<file path="src/rtl/shift_add_multiplier.sv">
// Sequential 32x32->64 shift-add multiplier with start/busy/done handshake, built around a CLA Adder.
// Define SIGNED_MUL_EN for two's-complement operands (adds a 2-cycle FIX state, 35-edge latency).

module Adder (
  input  logic [31:0] a,
  input  logic [31:0] b,
  input  logic        c_in,
  output logic [31:0] sum,
  output logic        c_out
);
  logic [8:0] blk_c;

  assign blk_c[0] = c_in;

  // Eight 4-bit lookahead blocks, carries rippled between blocks.
  genvar gi;
  generate
    for (gi = 0; gi < 8; gi++) begin : g_cla
      logic [3:0] g;
      logic [3:0] p;
      logic [4:0] c;
      assign g    = a[gi*4 +: 4] & b[gi*4 +: 4];
      assign p    = a[gi*4 +: 4] ^ b[gi*4 +: 4];
      assign c[0] = blk_c[gi];
      assign c[1] = g[0] | (p[0] & c[0]);
      assign c[2] = g[1] | (p[1] & g[0]) | (p[1] & p[0] & c[0]);
      assign c[3] = g[2] | (p[2] & g[1]) | (p[2] & p[1] & g[0]) | (p[2] & p[1] & p[0] & c[0]);
      assign c[4] = g[3] | (p[3] & g[2]) | (p[3] & p[2] & g[1]) | (p[3] & p[2] & p[1] & g[0])
                  | (p[3] & p[2] & p[1] & p[0] & c[0]);
      assign sum[gi*4 +: 4] = p ^ c[3:0];
      assign blk_c[gi+1]    = c[4];
    end
  endgenerate

  assign c_out = blk_c[8];
endmodule

module shift_add_multiplier #(
  parameter int WIDTH = 32,
  parameter int CNT_W = 5
) (
  input  logic               clk,
  input  logic               rst,
  input  logic               start,
  input  logic [WIDTH-1:0]   op_a,
  input  logic [WIDTH-1:0]   op_b,
  output logic               busy,
  output logic               done,
  output logic [2*WIDTH-1:0] product
);
`ifdef SIGNED_MUL_EN
  typedef enum logic [1:0] {IDLE, CALC, FIX, DONE} state_t;
`else
  typedef enum logic [1:0] {IDLE, CALC, DONE} state_t;
`endif

  localparam logic [CNT_W-1:0] LAST_ITER = CNT_W'(WIDTH - 1);

  state_t             state_q;
  logic [CNT_W-1:0]   count_q;
  logic [WIDTH-1:0]   mcand_q;
  logic [WIDTH-1:0]   acc_hi_q;
  logic [WIDTH-1:0]   acc_lo_q;
  logic [WIDTH-1:0]   mag_a;
  logic [WIDTH-1:0]   mag_b;
  logic [WIDTH-1:0]   add_a;
  logic [WIDTH-1:0]   add_b;
  logic               add_cin;
  logic [WIDTH-1:0]   add_sum;
  logic               add_cout;
`ifdef SIGNED_MUL_EN
  logic               sign_q;
  logic               fix_c_q;

  // Negating 0x80000000 yields 0x80000000, which is the correct unsigned magnitude.
  assign mag_a = op_a[WIDTH-1] ? (~op_a + WIDTH'(1)) : op_a;
  assign mag_b = op_b[WIDTH-1] ? (~op_b + WIDTH'(1)) : op_b;
`else
  assign mag_a = op_a;
  assign mag_b = op_b;
`endif

  always_comb begin
    add_a   = acc_hi_q;
    add_b   = acc_lo_q[0] ? mcand_q : '0;
    add_cin = 1'b0;
`ifdef SIGNED_MUL_EN
    // FIX reuses the adder for ~x + carry on the low word, then the high word.
    if (state_q == FIX) begin
      add_b = '0;
      if (!count_q[0]) begin
        add_a   = ~acc_lo_q;
        add_cin = 1'b1;
      end else begin
        add_a   = ~acc_hi_q;
        add_cin = fix_c_q;
      end
    end
`endif
  end

  Adder u_adder (
    .a     (add_a),
    .b     (add_b),
    .c_in  (add_cin),
    .sum   (add_sum),
    .c_out (add_cout)
  );

  always_ff @(posedge clk or posedge rst) begin
    if (rst) begin
      state_q  <= IDLE;
      count_q  <= '0;
      mcand_q  <= '0;
      acc_hi_q <= '0;
      acc_lo_q <= '0;
      busy     <= 1'b0;
      done     <= 1'b0;
      product  <= '0;
`ifdef SIGNED_MUL_EN
      sign_q   <= 1'b0;
      fix_c_q  <= 1'b0;
`endif
    end else begin
      done <= 1'b0;
      case (state_q)
        IDLE: begin
          if (start) begin
            mcand_q  <= mag_a;
            acc_hi_q <= '0;
            acc_lo_q <= mag_b;
            count_q  <= '0;
            busy     <= 1'b1;
            state_q  <= CALC;
`ifdef SIGNED_MUL_EN
            sign_q   <= op_a[WIDTH-1] ^ op_b[WIDTH-1];
`endif
          end
        end
        CALC: begin
          // 65-bit right shift: carry-out lands in bit 63.
          {acc_hi_q, acc_lo_q} <= {add_cout, add_sum, acc_lo_q[WIDTH-1:1]};
          count_q <= count_q + CNT_W'(1);
          if (count_q == LAST_ITER) begin
`ifdef SIGNED_MUL_EN
            state_q <= FIX;
`else
            state_q <= DONE;
`endif
          end
        end
`ifdef SIGNED_MUL_EN
        FIX: begin
          count_q <= count_q + CNT_W'(1);
          if (sign_q) begin
            if (!count_q[0]) begin
              acc_lo_q <= add_sum;
              fix_c_q  <= add_cout;
            end else begin
              acc_hi_q <= add_sum;
            end
          end
          if (count_q[0]) state_q <= DONE;
        end
`endif
        DONE: begin
          product <= {acc_hi_q, acc_lo_q};
          done    <= 1'b1;
          busy    <= 1'b0;
          state_q <= IDLE;
        end
        default: state_q <= IDLE;
      endcase
    end
  end
endmodule

</file>
<file path="config.mk">
export PLATFORM = sky130hd
export DESIGN_NAME = shift_add_multiplier
export DESIGN_NICKNAME = d
export VERILOG_FILES = /design/src/rtl/shift_add_multiplier.sv
export SDC_FILE = /design/constraint.sdc
export NUM_CORES = 1
export LEC_CHECK = 0
export BUFFER_PORTS_ARGS = -buffer_cell sky130_fd_sc_hd__clkbuf_2
export CAP_MARGIN = 10
export CORE_MARGIN = 5
export CORE_UTILIZATION = 55
export DETAILED_ROUTE_END_ITERATION = 10
export GPL_TIMING_DRIVEN = 0
export PLACE_DENSITY = 0.78
export SLEW_MARGIN = 20
export SYNTH_ARGS = -nofsm -noshare
export SYNTH_HDL_FRONTEND = slang
export SYNTH_SLANG_ARGS = --single-unit
</file>
<file path="constraint.sdc">
create_clock -name clk -period 14.9 [get_ports clk]
set_input_delay 4.47 -clock clk [delete_from_list [all_inputs] [get_ports clk]]
set_output_delay 4.47 -clock clk [all_outputs]
set_load 0.03 [all_outputs]
</file>
Yosys cells after proc, flatten, opt, wreduce, memory -nomap -nowiden
Index checks and enable logic that the tools add are counted.
Word-level totals
  word-level logic and storage cells: 255
  register bits: 169
  input port bits: 67
  output and inout bits: 66
Cells by class
  bitwise gates (word level): 221
  multiplexer cells: 13
  eq/ne operators: 5
  reductions and logical operators: 7
  $add $sub $neg: 1
Operators by type and width (count)
  32-bit one-hot mux with 2 select lines: 2
  1-bit AND: 121
  32-bit 2-to-1 mux: 3
  1-bit bitwise OR: 76
  4-bit XOR: 16
  4-bit AND: 8
  5-bit one-hot mux with 2 select lines: 1
  2-bit AND reduction: 4
  5-bit by 1-bit adder with 5-bit output (second input constant): 1
  5-bit equality test (second input constant): 1
  5-bit 2-to-1 mux: 1
  2-bit 2-to-1 mux: 2
  2-bit inequality test (second input constant): 2
  2-bit one-hot mux with 2 select lines: 1
  2-bit nonzero test: 2
  2-bit by 1-bit equality test with 1-bit output (second input constant): 1
  2-bit equality test (second input constant): 1
  2-bit logical NOT: 1
  1-bit 2-to-1 mux: 2
  1-bit one-hot mux with 2 select lines: 1

Logic depth before layout (Yosys ltp)
  word-level depth: 22
  depth in mapped cells: 13
  gate-level depth less buffers: 12

By module
Synthesis repeated with hierarchy kept, for this count alone.
Unflattened totals
  cell total of the unflattened synthesis: 685
  area, all modules: 8319.2 um^2
Modules (own cells, without submodules)
  shift_add_multiplier: times used 1, area an instance 6949.2 um^2, sequential area each 4229.1 um^2, cells each 521
  Adder: times used 1, area an instance 1370.1 um^2, sequential area each 0.0 um^2, cells each 164

Worst setup path after synthesis
OpenSTA, ideal clock, no wires.
  path kind: in2reg
  start: input port start
  end: register mcand_q[10]
  setup time: 0.125 ns
  data required time: 14.775 ns
  path buffers: 1
  slack: 9.061 ns
  arrival: 5.714 ns
  cell stages on the path: 3
  cells stage by stage: nor3b_1 > clkbuf_1 > mux2_2
Between the ends
  longest elaborated chain between the ends: 1
Ends and longest elaborated chain
  start, declared: line 44  | input logic start,
  2-bit AND reduction (no line)
  end signal, assigned: line 129  | mcand_q <= mag_a;
  end, declared: line 61  | logic [WIDTH-1:0] mcand_q;
Every way passes these cells.
A chain may end at the register's enable or synchronous reset.

Worst setup path in the final report
  start: input port start
  end: register mcand_q[23]
The elaborated chain is that of the path after synthesis.

==> results.sh <==
export IMPL_cts_post_setup_buffers_inserted=0
export IMPL_critPathLaunchType="primary input"
export IMPL_timing_critical_path_buf_inv=3
export IMPL_quantity_of_gates_resized_following_cts=0
export IMPL_p_seq_share_pct=39.3
export IMPL_synth_seq_area_share_pct=51.25
export IMPL_final_min_clock_period_ns=5.841
export IMPL_design_final_nets=1103
export IMPL_cp_slowest_cell="sky130_fd_sc_hd__nor3b_2"
export IMPL_power_leakage_nw=5.145
export IMPL_worst_skew_pair_late_latency_ns=0.43
export IMPL_worstHoldPathType="register to register"
export IMPL_remaining_drc_errors=0
export IMPL_worstSetupStartpoint="start"
export IMPL_post_synth_instance_area_mm2=0.008252
export IMPL_maxSlewViolCount=0
export IMPL_final_setup_skew_ns=0.01081
export IMPL_preCtsSetupSlack_ns=8.611
export IMPL_drive_above_1_share_pct=21.65
export IMPL_cp_top_family="buffers and inverters"
export IMPL_drt_iter0_drc=480
export IMPL_clock_sink_count=169
export IMPL_grt_start_max_net_pins=98
export IMPL_yosys_warns=0
export IMPL_clockPowerShare_pct=23.0
export IMPL_power_density_over_the_cells_mw_per_mm2=193.5
export IMPL_cts_clk_slew_worst_paths_ns=0.06
export IMPL_synth_main_ff_cell="sky130_fd_sc_hd__dfrtp_1"
export IMPL_critical_path_cell_count=5
export IMPL_ys_ff_latch=169
export IMPL_floorplan_initialDensity_pct=56.35
export IMPL_design_power_total_w=0.001893
export IMPL_cts_root_buffer="sky130_fd_sc_hd__clkbuf_16"
export IMPL_timing_final_crit_share_pct=39.20
export IMPL_crit_required_ns=15.21
export IMPL_synth_cell_type_count=53
export IMPL_crit_fanout=10
export IMPL_drt_wl_total_mm=19.05
export IMPL_dr_total_vias=6435
export IMPL_endpoint_kind="register"
export IMPL_detail_route_wl_per_cell_um=15.99
export IMPL_hold_viol_final=0
export IMPL_setup_viol_count_final=0
export IMPL_worstReg2RegStart="acc_lo_q[0]"
export IMPL_io_pins=133
export IMPL_final_critical_path_setup_slack_ns=9.059
export IMPL_placeableCoreArea_mm2=0.01464
export IMPL_ffs_w_async_s_r_synth_pct=100.0
export IMPL_fmax_mhz=171.2
export IMPL_fp_row_count=44
export IMPL_path_cells="clkbuf_2 -> nor3b_2 -> buf_4 -> clkbuf_1 -> mux2_2"
export IMPL_detail_route_antenna_nets=0
export IMPL_worst_r2r_path_depth=12
export IMPL_vdd_ir_drop_max_mv=0.1200
export IMPL_hold_path_startpoint="product[34]"
export IMPL_path_type_of_the_worst_setup_path="primary input to register"
export IMPL_cap_violations=0
export IMPL_dr_pass1_iters=5
export IMPL_ctsHoldBuffers=0
export IMPL_arrival_ns=6.15
export IMPL_synthesis_instances=841
export IMPL_final_design_area_no_fill_mm2=0.009783
export IMPL_grt_usage_pct=22.63
export IMPL_cell_internal_pwr_w=0.001197
export IMPL_layout_area_overhead_vs_synth_pct=18.56
export IMPL_via_per_inst=5.403
export IMPL_pwr_share_comb_pct=37.7
export IMPL_global_route_wire_length_before_repair_mm=32.22
export IMPL_dp_hpwl_mm=13.90
export IMPL_totalNegativeSetupSlack_ns=0
export IMPL_num_antenna_cells=0
export IMPL_total_switching_power_w=0.0006956
export IMPL_power_share_switching_pct=36.75
export IMPL_chipWidth_um=132.5
export IMPL_avgSynthCellArea_um2=9.812
export IMPL_grt_setup_unrepaired="false"
export IMPL_first_global_vias=6382
export IMPL_tritoncts="done"
export IMPL_timing_slew_headroom_pct=43.61
export IMPL_grt_ovfl_total=0
export IMPL_die_h_um=132.5
export IMPL_io_buffers=132
export IMPL_worst_slew_pin_transition_ns=0.8459
export IMPL_gp_congestion=0.8714
export IMPL_timing_critical_path_slowest_cell_delay_ns=0.43
export IMPL_initial_antenna_violation_count=0
export IMPL_synth_enable_flop_cells=0
export IMPL_hold_path_cells=2
export IMPL_die_area_mm2=0.01755
export IMPL_number_of_buffers_inserted_during_clock_tree_synthesis=17
export IMPL_post_place_instance_area_mm2=0.009190
export IMPL_clockBufferDepth=2
export IMPL_synth_nets=950
export IMPL_outcome="finished clean"
export IMPL_cts_htree_levels=4
## kinds of logic (layout without fill, tap and decap cells)
| kind of cell | count (synthesis) | count (layout) | synth area share (%) |
|---|---|---|---|
| mux | 34 | 34 | 4.610 |
| xor+xnor | 18 | 18 | 1.911 |
| simple gates | 369 | 369 | 20.97 |
| flops | 169 | 169 | 51.25 |
| buf+inv | 55 | 221 | 2.593 |
| compound gates | 154 | 154 | 11.57 |
| fa+ha+maj | 42 | 42 | 7.096 |
## worst register-to-register path, stage by stage (launching register included)
cell	delay, ns
sky130_fd_sc_hd__dfrtp_1	0.52
sky130_fd_sc_hd__clkbuf_1	0.38
sky130_fd_sc_hd__and2_1	0.22
sky130_fd_sc_hd__ha_1	0.29
sky130_fd_sc_hd__a21oi_2	0.20
sky130_fd_sc_hd__o21ai_0	0.12
sky130_fd_sc_hd__a32oi_1	0.22
sky130_fd_sc_hd__nor2_1	0.11
sky130_fd_sc_hd__o311ai_0	0.48
sky130_fd_sc_hd__a21oi_1	0.20
sky130_fd_sc_hd__or2_2	0.34
sky130_fd_sc_hd__fa_1	0.46
sky130_fd_sc_hd__a22o_1	0.21
## synthesized netlist by cell type (all sizes together), types with 3 or more instances
| cell | number | area [µm²] |
|---|---|---|
| a211oi | 5 | 37.54 |
| a21o | 8 | 63.82 |
| a21oi | 48 | 247.7 |
| a221o | 3 | 30.03 |
| a22o | 11 | 96.34 |
| and2 | 34 | 212.7 |
| and3 | 3 | 18.77 |
| and3b | 31 | 271.5 |
| buf | 6 | 30.02 |
| clkbuf | 41 | 153.9 |
| dfrtp | 169 | 4229 |
| fa | 8 | 160.2 |
| ha | 34 | 425.4 |
| inv | 8 | 30.03 |
| mux2 | 32 | 360.4 |
| nand2 | 254 | 953.4 |
| nand2b | 5 | 31.28 |
| nand3 | 9 | 45.04 |
| nor2 | 11 | 41.29 |
| nor2b | 3 | 18.77 |
| nor3b | 4 | 30.03 |
| o21ai | 59 | 299.0 |
| o21bai | 3 | 22.52 |
| o311ai | 5 | 43.79 |
| or2 | 4 | 25.02 |
| or3 | 3 | 25.03 |
| xnor2 | 12 | 105.1 |
| xor2 | 6 | 52.55 |
## placed cells by master (no fill, tap or decap), types with 5 or more instances in the layout
cell	instances
sky130_fd_sc_hd__nand3_1	9
sky130_fd_sc_hd__a21o_1	5
sky130_fd_sc_hd__nor2_1	11
sky130_fd_sc_hd__and3b_1	31
sky130_fd_sc_hd__clkbuf_16	17
sky130_fd_sc_hd__ha_1	34
sky130_fd_sc_hd__and2_1	34
sky130_fd_sc_hd__a21oi_1	46
sky130_fd_sc_hd__o21ai_0	57
sky130_fd_sc_hd__xnor2_1	12
sky130_fd_sc_hd__a211oi_1	5
sky130_fd_sc_hd__fa_1	8
sky130_fd_sc_hd__a22o_1	11
sky130_fd_sc_hd__mux2_2	32
sky130_fd_sc_hd__clkbuf_1	41
sky130_fd_sc_hd__inv_1	7
sky130_fd_sc_hd__clkbuf_2	132
sky130_fd_sc_hd__nand2b_1	5
sky130_fd_sc_hd__dfrtp_1	169
sky130_fd_sc_hd__nand2_1	254
sky130_fd_sc_hd__xor2_1	6
## cell type report
type	instances	area, µm²
Sequential cell	169	4229
Inverter	8	37.54
Fill cell	1220	4861
Timing Repair Buffer	134	695.7
Clock inverter	11	112.6
Tap cell	184	230.2
Multi-Input combinational cell	617	3814
Buffer	47	183.9
Clock buffer	21	480.5
## stage by stage
step	instances	util, %	hold slack (ns)
floorplan	841	-	0.4380
detailed placement	1159	62.76	0.4615
global placement	1157	62.43	0.4567
global route	1191	66.81	0.4926
finish	1191	66.81	0.4720
CTS	1191	66.81	0.4782
## sequential cells by signal (all words and copies together) (netlist names)
name,count
acc_hi_q,32
acc_lo_q,32
mcand_q,32
product,64
busy,1
done,1
count_q,5
state_q,2
## path summary, 6_finish.rpt
path / to / slack [ns]
worst min-delay path: product[34] / 0.47
worst min register to register: product[34] / 0.47
min in group asynchronous: product[16] / 4.09
worst max-delay path: mcand_q[23] / 9.06
worst max register to register: acc_hi_q[27] / 11.05
max in group asynchronous: mcand_q[13] / 9.98
## per-layer routing
layer / track usage [%] / part of all wire [%]
met1: 32.22 / 46
met2: 35.51 / 47
met3: 4.480 / 5.1
met4: 6.813 / 1.1
met5: 0 / 0
## power groups by stage
| stage | clock network (W) | registers [W] | logic (W) |
|---|---|---|---|
| 3_5_place_dp | 0 | 0.000752 | 0.000713 |
| 5_1_grt | 0.000461 | 0.000766 | 0.000806 |
| 6_report | 0.000434 | 0.000745 | 0.000714 |
| 3_3_place_gp | 0 | 0.000745 | 0.000687 |
| 2_1_floorplan | 0 | 0.000759 | 0.000516 |
| 4_1_cts | 0.000445 | 0.000745 | 0.000718 |
Power figures use the tool's default switching activity.
